==> config.mk <==
export PLATFORM = sky130hd
export DESIGN_NAME = note_conv_sched
export DESIGN_NICKNAME = d
export VERILOG_FILES = /design/src/rtl/note_conv_sched.sv
export SDC_FILE = /design/constraint.sdc
export NUM_CORES = 1
export LEC_CHECK = 0
export ABC_AREA = 0
export CELL_PAD_IN_SITES_DETAIL_PLACEMENT = 1
export CELL_PAD_IN_SITES_GLOBAL_PLACEMENT = 1
export CORE_ASPECT_RATIO = 1.5
export CORE_MARGIN = 2
export CORE_UTILIZATION = 37
export DETAILED_ROUTE_END_ITERATION = 8
export GPL_TIMING_DRIVEN = 0
export PLACE_DENSITY_LB_ADDON = 0.1
export SKIP_CTS_REPAIR_TIMING = 1
export SLEW_MARGIN = 10
export SYNTH_ARGS = -nofsm -noshare
export SYNTH_HDL_FRONTEND = slang
export SYNTH_SLANG_ARGS = --single-unit
==> constraint.sdc <==
create_clock -name clk_i -period 3.2 [get_ports clk_i]
set_input_delay 0.64 -clock clk_i [delete_from_list [all_inputs] [get_ports clk_i]]
set_output_delay 0.64 -clock clk_i [all_outputs]
set_load 0.005 [all_outputs]
==> src/rtl/note_conv_sched.sv <==
// ============================================================================
// Module   : note_conv_sched
// Purpose  : Round-robin scheduler sharing one note2cnt converter among voices.
//            Optional cache (NOTE_SCHED_CACHE_EN) skips repeat conversions.
// Revision : 1.0 - initial release
// ============================================================================
`default_nettype none

module note_conv_sched #(
  parameter int VOICES   = 4,
  parameter int BW       = 16,
  parameter int CONV_LAT = 1
) (
  input  logic                 clk_i,
  input  logic                 rst_i,
  input  logic [VOICES-1:0]    req_i,
  input  logic [8*VOICES-1:0]  note_i,
  output logic [VOICES-1:0]    ack_o,
  output logic [BW*VOICES-1:0] period_o,
  output logic [7:0]           convNote_o,
  input  logic [BW-1:0]        convCnt_i,
  output logic                 busy_o
);

  localparam int VW = $clog2(VOICES);
  localparam int CW = $clog2(CONV_LAT + 1);

  typedef enum logic [1:0] {
    S_IDLE  = 2'd0,
    S_WAIT  = 2'd1,
    S_WRITE = 2'd2
  } state_t;

  state_t          r_state, w_state_nxt;
  logic [VW-1:0]   r_rr, r_grant, w_gnt, w_idx, w_rr_nxt;
  logic [CW-1:0]   r_cnt;
  logic [VOICES-1:0] r_ack, w_elig;
  logic [7:0]      r_conv_note;
  logic [7:0]      w_note [VOICES];
  logic [BW-1:0]   r_per  [VOICES];
  logic            w_any, w_hit, w_skip;
  int              w_sum;

  generate
    for (genvar v = 0; v < VOICES; v++) begin : g_voice
      assign w_note[v]            = note_i[8*v +: 8];
      assign period_o[BW*v +: BW] = r_per[v];
    end
  endgenerate

  // A voice acked this cycle is masked so a held request cannot win back-to-back.
  assign w_elig = req_i & ~r_ack;

  always_comb begin
    w_any = 1'b0;
    w_gnt = '0;
    w_sum = 0;
    w_idx = '0;
    // Scan from farthest to nearest so the closest eligible voice to r_rr wins.
    for (int i = VOICES - 1; i >= 0; i--) begin
      w_sum = int'(r_rr) + i;
      if (w_sum >= VOICES) w_sum = w_sum - VOICES;
      w_idx = VW'(w_sum);
      if (w_elig[w_idx]) begin
        w_any = 1'b1;
        w_gnt = w_idx;
      end
    end
  end

  assign w_rr_nxt = (r_grant == VW'(VOICES - 1)) ? '0 : r_grant + VW'(1);

`ifdef NOTE_SCHED_CACHE_EN
  logic [7:0]        r_last [VOICES];
  logic [VOICES-1:0] r_valid;
  logic              r_hit;

  assign w_hit  = r_valid[w_gnt] && (w_note[w_gnt] == r_last[w_gnt]);
  assign w_skip = r_hit;

  always_ff @(posedge clk_i) begin
    if (rst_i) begin
      r_valid <= '0;
      r_hit   <= 1'b0;
      for (int v = 0; v < VOICES; v++) r_last[v] <= '0;
    end else begin
      if (r_state == S_IDLE && w_any) r_hit <= w_hit;
      if (r_state == S_WRITE && !r_hit) begin
        r_last[r_grant]  <= r_conv_note;
        r_valid[r_grant] <= 1'b1;
      end
    end
  end
`else
  assign w_hit  = 1'b0;
  assign w_skip = 1'b0;
`endif

  always_ff @(posedge clk_i) begin
    if (rst_i) r_state <= S_IDLE;
    else       r_state <= w_state_nxt;
  end

  always_comb begin
    w_state_nxt = r_state;
    case (r_state)
      S_IDLE:  if (w_any) w_state_nxt = w_hit ? S_WRITE : S_WAIT;
      S_WAIT:  if (r_cnt == CW'(1)) w_state_nxt = S_WRITE;
      S_WRITE: w_state_nxt = S_IDLE;
      default: w_state_nxt = S_IDLE;
    endcase
  end

  always_ff @(posedge clk_i) begin
    if (rst_i) begin
      r_ack       <= '0;
      r_conv_note <= '0;
      r_cnt       <= '0;
      r_rr        <= '0;
      r_grant     <= '0;
      for (int v = 0; v < VOICES; v++) r_per[v] <= '0;
    end else begin
      r_ack <= '0;
      case (r_state)
        S_IDLE: begin
          if (w_any) begin
            r_grant <= w_gnt;
            if (!w_hit) begin
              r_conv_note <= w_note[w_gnt];
              r_cnt       <= CW'(CONV_LAT);
            end
          end
        end
        S_WAIT: r_cnt <= r_cnt - CW'(1);
        S_WRITE: begin
          if (!w_skip) r_per[r_grant] <= convCnt_i;
          r_ack <= VOICES'(1) << r_grant;
          r_rr  <= w_rr_nxt;
        end
        default: ;
      endcase
    end
  end

  assign ack_o      = r_ack;
  assign convNote_o = r_conv_note;
  assign busy_o     = (r_state != S_IDLE);

endmodule

`default_nettype wire

==> metrics <==
Hold Path End convNote_o[6]; number of antenna violations at the first check in global routing 0; largest net degree at the start of global routing 17; number of library cell types mapped by synthesis approximately 40; Hold WS roughly 0.47 ns; Final Routed Wirelength around 8600 um; Post-synth EDFFs between 60 and 70; placeable core area approximately 9200 um2; top-level port count around 130; critical setup path kind input port to register; final setup fails 0; Hold Crit Depth 2; average wire per cell in the routed design 17.27 um; Global Route Usage Sum 17.70%; setup repair after global routing missed its margin no; total global routing overflow 0; DP HPWL between 6000 and 7000 um; combined area of the multi-input logic cells about 1100 um2; first-pass GRT wire length about 14000 um; total chip power between 2 and 2.5 mW; path type of the worst min-delay path register to register; clk sink count slightly above 80; Syn Area/Cell 14.41 um2; count of endpoints failing hold in the final timing report 0; number of buffers added on ports 129; power per cell area 481.7 nW/um2; nets in the synthesized netlist around 300; register bit count reported by yosys 83; crit path time final roughly 2.2 ns; setup clock skew after layout roughly 0.0070 ns; net total in the final layout ~440; gate count after technology mapping between 200 and 250; origin of the worst min-delay path convNote_o[6]; worst r2r dst r_per[0][14]; area growth from synthesis to layout 48.81%; Worst Setup Start Kind input port; maximum VDD drop roughly 310 uV; chip width between 80 and 90 um; die outline height 122.7 um; Worst slew margin a little under 50%; Starting Density 37.75%; number of global-route vias before repair about 2600; YS warnings 0; CTS Buf Count 9; leakage component of the power between 1.5 and 2 nW; count of final max-slew check failures 0; Worst Setup End Kind register; Register-to-Register Setup Slack just over 1 ns; sum of negative setup slack 0 ns; max capacitance violation total 0; share of post-route cells with drive strength above 1 under 10%; async set-reset flop share out of synthesis 0%; deepest clock path buffer count 2; total DRC errors in the routed layout 0; synthesized area roughly 3500 um2; number of fillers in the final layout 916; most frequent standard cell in the layout excluding fill and tap cells clkdlybuf4s50_1; Required @ worst endpoint approximately 3.4 ns; CP Data Arrival Time ~2.4 ns; Iter 0 DRT Violations 98; Worst-Skew Late Latency 0.34 ns; first-pass iteration count of the detailed router 4; ANT nets after route 0; register clock-pin slew on the reported worst setup and hold paths 0.06 ns; H-tree depth reported by CTS 3; routed via count 2436; TritonCTS clock tree built; Row Count 43; CTS root buffer clkbuf_16; reg2reg path depth 3; most used cells in the layout excluding fill and tap cells 129 x clkdlybuf4s50_1, 64 x and2_1, 64 x edfxtp_1; portion of the clock cycle consumed by the worst path in the final layout between 60% and 70%; Seq/Total Area, Yosys between 60% and 70%; RR Startpoint r_state[1]; register cell area after layout around 2300 um2; Achievable Freq around 450 MHz; final weighted congestion in routability-driven placement between 0.7 and 0.8; run status complete, no violations; transition at the pin with the smallest max-transition slack approximately 0.76 ns; commonest register cell after synthesis edfxtp_1; Worst Path Max Fanout 10; die outline area approximately 10000 um2; antenna cell count 0; via density per instance between 4 and 5
-- report_power, final --
part           total (mW)  internal (mW)  switching [mW]  leakage (nW)
clock network       0.934          0.522           0.412         0.119
registers            1.24           1.21          0.0253         0.817
logic               0.320          0.191           0.129          1.00
-- how the worst max path moves through the flow --
stage,to,cells after the start,startpoint
2_1_floorplan,r_per[0][0],3,rst_i
3_3_place_gp,convNote_o[3],7,req_i[0]
3_5_place_dp,convNote_o[0],7,req_i[0]
4_1_cts,r_per[0][0],3,r_state[1]
5_1_grt,r_per[0][0],3,r_state[1]
6_report,convNote_o[0],7,req_i[0]
-- cell type report --
type / instances / area share, %
buffer: 7 / 0.8230
clock buffer: 11 / 4.503
clock inverter: 5 / 0.6052
inverter: 3 / 0.2179
multi-input combinational: 148 / 21.62
sequential: 83 / 44.54
tap: 112 / 2.711
timing repair buffer: 129 / 24.98
-- cells by family after synthesis --
kind of cell             synth area share (%)
AO/OA/AOI/OAI                           6.772
adder cells (fa/ha/maj)                0.3602
buffers and inverters                   1.549
flip-flops                              66.28
multiplexers                            4.611
AND/OR/NAND/NOR                         20.43
-- metrics by stage --
step	worst slack (ns)	utilization, %	cells	cell area [um2]
2_1_floorplan	1.226	-	241	3473
3_3_place_gp	0.6312	53.31	482	4905
3_5_place_dp	0.5946	53.31	482	4905
4_1_cts	0.9352	56.18	498	5169
5_1_grt	0.7262	56.18	498	5169
6_report	0.9688	56.18	498	5169
-- synth_stat cells, drive strengths merged (3+ instances only) --
| cell | number | area [um2] |
|---|---|---|
| nor2b | 4 | 42.55 |
| or2 | 3 | 18.77 |
| nor4b | 3 | 56.31 |
| inv | 3 | 11.26 |
| and2 | 64 | 400.4 |
| o221ai | 8 | 76.32 |
| nand2b | 3 | 21.27 |
| clkbuf | 6 | 22.52 |
| nor2 | 9 | 36.29 |
| edfxtp | 64 | 1922 |
| nand2 | 11 | 41.29 |
| mux2i | 16 | 160.2 |
| a21oi | 4 | 20.02 |
| dfxtp | 19 | 380.4 |
-- critical path, stage by stage --
cell and delay (ns):
clkdlybuf4s50_1 0.50, nor3b_2 0.31, a211oi_4 0.08, o22ai_4 0.35, buf_12 0.20, mux2i_1 0.20, o221ai_1 0.14
-- state kept, by name, indices dropped and copies added, names as in the netlist --
name	cells
r_per	64
convNote_o	8
ack_o	4
r_grant	2
r_rr	2
r_state	2
r_cnt	1
-- per-layer routing --
| metal | track usage, % | wire length (um) |
|---|---|---|
| met5 | 0 | 0 |
| met4 | 8.504 | 176 |
| met3 | 4.842 | 537 |
| met2 | 31.80 | 4635 |
| met1 | 19.27 | 3251 |
(Power assumes the default switching activity.)
